===== config.mk =====
export PLATFORM = sky130hd
export DESIGN_NAME = audio_onset_engine
export DESIGN_NICKNAME = d
export VERILOG_FILES = /design/src/rtl/audio_onset_engine.sv
export SDC_FILE = /design/constraint.sdc
export NUM_CORES = 1
export LEC_CHECK = 0
export ABC_AREA = 1
export BUFFER_PORTS_ARGS = -buffer_cell sky130_fd_sc_hd__clkbuf_2
export CAP_MARGIN = 10
export CORE_MARGIN = 4
export CORE_UTILIZATION = 54
export CTS_CLUSTER_SIZE = 30
export DETAILED_ROUTE_END_ITERATION = 10
export HOLD_SLACK_MARGIN = 0.12
export PLACE_DENSITY = 0.77
export SLEW_MARGIN = 20
export SYNTH_ARGS = -nofsm -noshare
export SYNTH_HDL_FRONTEND = slang
export SYNTH_SLANG_ARGS = --single-unit
export TNS_END_PERCENT = 5

===== constraint.sdc =====
create_clock -name clk -period 7.3 [get_ports clk]
set_input_delay 2.19 -clock clk [delete_from_list [all_inputs] [get_ports clk]]
set_output_delay 2.19 -clock clk [all_outputs]
set_load 0.02 [all_outputs]

===== src/rtl/audio_onset_engine.sv =====
`default_nettype none
// ============================================================================
// Module   : audio_onset_engine
// Purpose  : Time-multiplexed per-band envelope follower and onset detector.
// Revision : 1.0 - initial release
// ============================================================================
module audio_onset_engine #(
    parameter int W    = 8,
    parameter int NCH  = 6,
    parameter int K    = 4,
    parameter int RECT = 0
) (
    input  logic                     clk,
    input  logic                     reset,
    input  logic                     ready,
    input  logic [NCH*W-1:0]         band_data,
    input  logic [NCH-1:0]           ch_en,
    input  logic [W+$clog2(NCH)-1:0] thresh,
    input  logic                     ovr_clr,
    output logic [W+$clog2(NCH)-1:0] onset_sum,
    output logic [NCH-1:0]           onset_mask,
    output logic                     onset_flag,
    output logic                     out_valid,
    output logic                     busy,
    output logic                     overrun
);

    localparam int SW = W + $clog2(NCH);
    localparam int CW = (NCH > 1) ? $clog2(NCH) : 1;
    localparam logic [CW-1:0] LAST_IDX = CW'(NCH - 1);

    typedef enum logic [0:0] {
        IDLE = 1'b0,
        RUN  = 1'b1
    } state_t;

    state_t          state_q, state_d;
    logic [CW-1:0]   ch_idx_q, ch_idx_d;
    logic [SW-1:0]   sum_q, sum_d;
    logic [NCH-1:0]  mask_q, mask_d;
    logic [SW-1:0]   onset_sum_q, onset_sum_d;
    logic [NCH-1:0]  onset_mask_q, onset_mask_d;
    logic            onset_flag_q, onset_flag_d;
    logic            out_valid_q, out_valid_d;
    logic            overrun_q, overrun_d;

    logic [W-1:0]    samp_q [NCH];
    logic [W+K-1:0]  acc_q  [NCH];
    logic [W-1:0]    envp_q [NCH];

    logic            w_load;
    logic            w_band_we;
    logic [W-1:0]    w_samp;
    logic [W-1:0]    w_samp_neg;
    logic [W-1:0]    w_mag;
    logic [W+K-1:0]  w_acc_cur;
    logic [W+K-1:0]  w_acc_new;
    logic [W-1:0]    w_env_new;
    logic [W-1:0]    w_env_prev;
    logic [W:0]      w_diff;
    logic [W-1:0]    w_onset;
    logic [W-1:0]    w_contrib;
    logic            w_band_en;
    logic            w_band_hit;
    logic [SW-1:0]   w_sum_next;
    logic [NCH-1:0]  w_mask_next;

    // Single shared band datapath, steered by ch_idx_q.
    always_comb begin
        w_samp     = samp_q[ch_idx_q];
        // Negating -2^(W-1) yields 2^(W-1), which is exact when read unsigned.
        w_samp_neg = ~w_samp + W'(1);
        if (!w_samp[W-1]) begin
            w_mag = w_samp;
        end else if (RECT != 0) begin
            w_mag = '0;
        end else begin
            w_mag = w_samp_neg;
        end
        w_acc_cur   = acc_q[ch_idx_q];
        // acc stays <= 2^(W-1+K), so this modular sum never wraps.
        w_acc_new   = w_acc_cur - (w_acc_cur >> K) + {{K{1'b0}}, w_mag};
        w_env_new   = w_acc_new[W+K-1:K];
        w_env_prev  = envp_q[ch_idx_q];
        w_diff      = {1'b0, w_env_new} - {1'b0, w_env_prev};
        w_onset     = w_diff[W] ? '0 : w_diff[W-1:0];
        w_band_en   = ch_en[ch_idx_q];
        w_contrib   = w_band_en ? w_onset : '0;
        w_band_hit  = w_band_en && (w_onset != '0);
        w_sum_next  = sum_q + SW'(w_contrib);
        w_mask_next = mask_q | (NCH'(w_band_hit) << ch_idx_q);
    end

    always_comb begin
        state_d      = state_q;
        ch_idx_d     = ch_idx_q;
        sum_d        = sum_q;
        mask_d       = mask_q;
        onset_sum_d  = onset_sum_q;
        onset_mask_d = onset_mask_q;
        onset_flag_d = onset_flag_q;
        out_valid_d  = 1'b0;
        overrun_d    = overrun_q;
        w_load       = 1'b0;
        w_band_we    = 1'b0;

        if (ovr_clr) begin
            overrun_d = 1'b0;
        end

        case (state_q)
            IDLE: begin
                if (ready) begin
                    w_load   = 1'b1;
                    ch_idx_d = '0;
                    sum_d    = '0;
                    mask_d   = '0;
                    state_d  = RUN;
                end
            end
            RUN: begin
                w_band_we = w_band_en;
                // A frame arriving mid-run is dropped; set wins over clear.
                if (ready) begin
                    overrun_d = 1'b1;
                end
                if (ch_idx_q == LAST_IDX) begin
                    onset_sum_d  = w_sum_next;
                    onset_mask_d = w_mask_next;
                    onset_flag_d = (w_sum_next >= thresh);
                    out_valid_d  = 1'b1;
                    ch_idx_d     = '0;
                    state_d      = IDLE;
                end else begin
                    ch_idx_d = ch_idx_q + CW'(1);
                    sum_d    = w_sum_next;
                    mask_d   = w_mask_next;
                end
            end
            default: begin
                state_d = IDLE;
            end
        endcase
    end

    always_ff @(posedge clk or negedge reset) begin
        if (!reset) begin
            state_q      <= IDLE;
            ch_idx_q     <= '0;
            sum_q        <= '0;
            mask_q       <= '0;
            onset_sum_q  <= '0;
            onset_mask_q <= '0;
            onset_flag_q <= 1'b0;
            out_valid_q  <= 1'b0;
            overrun_q    <= 1'b0;
        end else begin
            state_q      <= state_d;
            ch_idx_q     <= ch_idx_d;
            sum_q        <= sum_d;
            mask_q       <= mask_d;
            onset_sum_q  <= onset_sum_d;
            onset_mask_q <= onset_mask_d;
            onset_flag_q <= onset_flag_d;
            out_valid_q  <= out_valid_d;
            overrun_q    <= overrun_d;
        end
    end

    always_ff @(posedge clk or negedge reset) begin
        if (!reset) begin
            for (int i = 0; i < NCH; i++) begin
                samp_q[i] <= '0;
                acc_q[i]  <= '0;
                envp_q[i] <= '0;
            end
        end else begin
            if (w_load) begin
                for (int i = 0; i < NCH; i++) begin
                    samp_q[i] <= band_data[i*W +: W];
                end
            end
            if (w_band_we) begin
                acc_q[ch_idx_q]  <= w_acc_new;
                envp_q[ch_idx_q] <= w_env_new;
            end
        end
    end

    assign onset_sum  = onset_sum_q;
    assign onset_mask = onset_mask_q;
    assign onset_flag = onset_flag_q;
    assign out_valid  = out_valid_q;
    assign busy       = (state_q == RUN);
    assign overrun    = overrun_q;

endmodule

`default_nettype wire


# Yosys cells after proc, flatten, opt, wreduce, memory -nomap -nowiden
# Cells that the tools add are included.
# Widths: inputs -> output; s select.
[word_totals] output_inout_bits=21 reg_bits=209 elab_cells=89 romBits=0 latch_bits=0 ram_bits=0 mem_count=0
[op_classes] muxes=39 n_addsub=6 order_cmp=4 n_reduce_logical=5 mul=0 shifts=1 n_div=0 bitwise_logic=4 eq_ne=3
[op_table] cell="$bwmux 72" n=1
[op_table] cell="$mux 8" n=8
[op_table] cell="$bmux 8 s3" n=2
[op_table] cell="$bwmux 48" n=1
[op_table] cell="$bmux 12 s3" n=1
[op_table] cell="$demux 12 s3" n=1
[op_table] cell="$mux 12" n=3
[op_table] cell="$demux 8 s3" n=1
[op_table] cell="$mux 11" n=2
[op_table] cell="$pmux 11 s2" n=1
[op_table] cell="$add 12x8->12" n=1
[op_table] cell="$mux 6" n=2
[op_table] cell="$pmux 6 s2" n=1
[op_table] cell="$sub 12x8->12" n=1
[op_table] cell="$add 11x8->11" n=1
[op_table] cell="$ge 11x11->1" n=1
[op_table] cell="$mux 1" n=10
[op_table] cell="$sub 8x8->9" n=1
[op_table] cell="$add 8x1->8 const B" n=1
[op_table] cell="$not 8->8" n=1
[op_table] cell="$reduce_bool 8->1" n=1
[op_table] cell="$mux 3" n=2
[op_table] cell="$or 6x6->6" n=1
[op_table] cell="$pmux 3 s2" n=1
[op_table] cell="other kinds (13)" n=16

# Longest topological paths before layout
[logic_depth] ltp_word=16 ltp_mapped=52

# Worst setup path before layout
# No wires, ideal clock.
[synth_timing] path_kind="flip-flop to flip-flop" startpoint="register ch_idx_q[1]" endpoint="register onset_flag_q (netlist: onset_flag)" t_required_ns=7.177 synth_period_minus_slack_ns=7.090 slack_ns=0.210 arrival_ns=6.967 path_stages_with_launch=46 path_buffers=1 cell_sequence="dfrtp_1 -> nor2_4 -> clkbuf_1 -> a22oi_1 -> nand2_1 -> nand2_1 -> nand3_1 -> inv_1 -> ha_1 -> nand2_1 -> o21ai_0 -> fa_1 -> inv_1 -> fa_1 -> o21ai_0 -> nand3_1 -> nand2_1 -> nand2_1 -> [10 not listed] -> nor2_1 -> ha_1 -> inv_1 -> fa_1 -> inv_1 -> nand2_1 -> o21ai_0 -> a21oi_1 -> o21bai_1 -> xor2_1 -> inv_1 -> ha_1 -> a21oi_1 -> o21ai_0 -> nand2_1 -> o2111ai_1 -> o21ai_0 -> nand2_1"
[synth_via] elab_chain_cells=13
[synth_lines] item="start: declaration" line_no="38" source="logic [CW-1:0] ch_idx_q, ch_idx_d;"
[synth_lines] item="start signal: assignment" line_no="159" source="ch_idx_q <= ch_idx_d;"
[synth_lines] item="$not 3->4 (not written as such) (*)" line_no="70, 80"
[synth_lines] item="$bmux 8 s3" line_no="70" source="w_samp = samp_q[ch_idx_q];"
[synth_lines] item="$mux 8 (not written as such) (2 in a row)" line_no="70"
[synth_lines] item="$not 8->8" line_no="72" source="w_samp_neg = ~w_samp + W'(1);"
[synth_lines] item="$add 8x1->8" line_no="72"
[synth_lines] item="$mux 8" line_no="73" source="if (!w_samp[W-1]) begin"
[synth_lines] item="$add 12x8->12 (*)" line_no="82" source="w_acc_new = w_acc_cur - (w_acc_cur >> K) + {{K{1'b0}}, w_mag};"
[synth_lines] item="via w_acc_new[10]" line_no="57" source="logic [W+K-1:0] w_acc_new;"
[synth_lines] item="$sub 8x8->9 (*)" line_no="85" source="w_diff = {1'b0, w_env_new} - {1'b0, w_env_prev};"
[synth_lines] item="$mux 8 (*)" line_no="86" source="w_onset = w_diff[W] ? '0 : w_diff[W-1:0];"
[synth_lines] item="$mux 8 (*)" line_no="88" source="w_contrib = w_band_en ? w_onset : '0;"
[synth_lines] item="$add 11x8->11 (*)" line_no="90" source="w_sum_next = sum_q + SW'(w_contrib);"
[synth_lines] item="via w_sum_next[6]" line_no="65" source="logic [SW-1:0] w_sum_next;"
[synth_lines] item="$ge 11x11->1 (*)" line_no="130" source="onset_flag_d = (w_sum_next >= thresh);"
[synth_lines] item="end signal: assignment" line_no="164" source="onset_flag_q <= onset_flag_d;"
[synth_lines] item="end: declaration" line_no="43" source="logic onset_flag_q, onset_flag_d;"
# Mark *: on every way through the listed nets, which the timed path passes. The rest lies on a longest branch. The select of a mux whose other input is x is not followed.
# A chain may end at the register's enable or synchronous reset.

# Worst setup path after layout
[layout_timing] startpoint="register ch_idx_q[0]" endpoint="register onset_flag_q (netlist: onset_flag)"
# The elaborated chain is that of the path after synthesis.

==> flow_summary.ini <==
[run_status]
status = finished, final reports clean

[worst_setup_path]
end_kind = flop
required_ns = 7.62
crit_buf_inv = 5
r2r_setup_slack_ns = 0.40
setup.worst_path.start_class = flop
cpMaxStageDelayCell = fa_1
rr_startpoint = ch_idx_q[0]
cp_top_family = simple AND/OR/NAND/NOR gates
r2r_end = onset_flag
cp_common_cell = nand2_1
worst-path-max-fanout = 6
rr_worst_depth = 45
crit_type = reg2reg
crit_path_max_incr_delay_ns = 0.51
worstPathArrival_ns = 7.22

[layout]
nets = 1378
final_cells = 1488
final_common_cell = nand2_1
syn2layout_area_growth_pct = 18.5
utilization_pct = 66.3
nFillCells = 1315
antenna_cells = 0
final_layout_size_suffix_gt1_share_pct = 18.9
layout_common_cells = nand2_1, dfrtp_1, inv_1

[global_routing]
grt_max_degree = 102
grt_usage_pct = 25.7
grt_pass1_wl_um = 38000
grt_overflow_total = 0
antenna_found_initial = 1
grt_pass1_vias = 7734

[placement]
place_inst = 1446
dp_hpwl_um = 16800
place.gp.congestion = 0.930
port_buffers = 89

[route]
vias = 8066
avgViaCountPerCell = 5.42
antenna_left = 0
drt_iter0_markers = 604
drt_first_pass_iters = 5
drc = 0
wirelength_um = 23600
post_drt_wl_per_cell_um = 15.8

[die]
io_pins = 90
floorplan.initialDensity_pct = 56.0
die-area_um2 = 18800
rows = 46
die_h_um = 137
core_area_um2 = 16100
die_w_um = 137

[logic_synthesis]
ys_seq_area_share_pct = 44.6
syn-num-nets = 1258
yosys.area.top_type = dfrtp_1
synth-edff-count = 0
netlist_area_um2 = 9020
synthFlopType = dfrtp_1
netlist-cell-type-count = 49
avgSynthCellArea_um2 = 7.92
ys_warn_count = 0
synth-async-reset-ratio_pct = 100
ys_ff_latch = 161
netlist_instances = 1139
synth_area_leaders = dfrtp_1, nand2_1, ha_1
synth_top_area_share_pct = 44.6

[sta]
finalCritPeriodShare_pct = 94.5
slew_headroom_pct = 36.4
hold_viol = 0
slew_violations = 0
tightest_slew_ns = 0.954
skew_ns = 0.0128
setup_tns_ns = 0
max_freq_ghz = 0.145
layout_min_cycle_time_ns = 6.90
finalSetupViolCount = 0
fin_hold_ws_ns = 0.476

[clock_tree]
ctsHtreeMaxLevel = 4
clock_tree.root_cell = clkbuf_16
clk_pin_slew_ns = 0.07
cts_hold_buf = 0
cts_buffers = 17
cts_buffer_depth = 2
cts_tree = done
worstSkewPairLatency_ns = 0.43
clock-sinks = 161

[hold_path]
hp-class = reg2reg
min_path_cells = 2
min-delay-start = onset_mask[1]
hold_end = onset_mask[1]

[run]
maxCapViolations = 0
-- Yosys cell counts (2+ instances only) --
cell type and count:
a21o_1 2, o221ai_1 6, ha_1 40, nand4_1 8, inv_4 2, inv_2 9, o2111ai_1 2, o211ai_1 2
a22oi_1 33, buf_4 3, nor2_4 2, o21ai_1 34, a221oi_1 2, clkbuf_1 15, xnor2_1 2, o21bai_1 2
dfrtp_1 161, clkinv_1 2, o21ai_2 6, inv_1 124, a22o_1 3, nand3_1 43, nand2_4 6, buf_6 4
nand2_1 436, a21boi_0 4, o21ai_0 52, buf_2 7, a21oi_1 28, and3_1 2, nor2_1 39, fa_1 10
xor2_1 13, o22ai_1 8, nor2_8 3, nand3b_1 2, or2_2 4, nor3_1 5, buf_1 3
-- area by class of cell --
class | count | area [um2] | share of cell area, %
Multi-Input combinational cell | 808 | 4500 | 42.1
Tap cell | 216 | 270 | 2.53
Clock buffer | 19 | 443 | 4.14
Inverter | 138 | 538 | 5.03
Sequential cell | 161 | 4030 | 37.7
Timing Repair Buffer | 133 | 782 | 7.32
Clock inverter | 13 | 126 | 1.18
-- worst max-delay path by stage --
| stage | depth (start not counted) | start | to | slack [ns] |
|---|---|---|---|---|
| floorplan | 45 | ch_idx_q[1] | onset_flag | 0.21 |
| global placement | 44 | ch_idx_q[0] | onset_flag | 0.26 |
| detailed placement | 44 | ch_idx_q[0] | onset_flag | -0.02 |
| CTS | 43 | ch_idx_q[1] | onset_flag | 0.002 |
| global route | 45 | ch_idx_q[0] | onset_flag | -0.1 |
| finish | 45 | ch_idx_q[0] | onset_flag | 0.40 |
-- worst reg2reg max path, delay by kind of cell, from the launching register on --
family,cells,cell delay [ns]
AOI/OAI and AO/OA,9,1.37
xor gates and xnor gates,1,0.18
adders and majority gates,6,2.01
buffers and inverters,5,0.44
DFF,1,0.49
and+or+nand+nor,24,2.31
-- what timing repair did --
item | in CTS | in global routing
gates resized for setup | 1 | 46
buffers inserted | 0 | 10
pin swaps | 0 | 14
endpoints found under the setup margin | 1 | 2
endpoints found under the hold margin | 0 | 0
-- registers in the layout (all words and copies together), names as in the netlist --
register,flops
sum_q,11
acc_q,72
busy,1
ch_idx_q,3
out_valid,1
onset_sum,11
onset_flag,1
onset_mask,6
overrun,1
samp_q,48
mask_q,6
-- metrics by stage --
step           setup slack [ns]  area (um2)
2_1_floorplan             0.210        9020
3_3_place_gp              0.259        9840
3_5_place_dp            -0.0237        9840
4_1_cts                 0.00151       10400
5_1_grt                 -0.0971       10700
6_report                  0.403       10700
-- layer usage --
metal | routed length (um) | vias to the layer above | GRT usage [%]
met1 | 10400 | 3787 | 35.9
met4 | 609 | 2 | 9.31
met2 | 11000 | 313 | 40.2
met3 | 1550 | 60 | 4.89
met5 | 7 | - | 0
li1 | - | 3904 | -
-- cells by family (layout without fill, tap and decap cells) --
family / Yosys count / after routing / synth area share (%)
simple gates: 554 / 554 / 25.5
compound gates: 189 / 189 / 12.8
buf+inv: 170 / 303 / 7.76
flops: 161 / 161 / 44.6
fa+ha+maj: 50 / 50 / 7.76
xor+xnor: 15 / 15 / 1.46
Power is not shown: default switching activity piles up to over one toggle a cycle in this logic, so the estimate is an artifact.
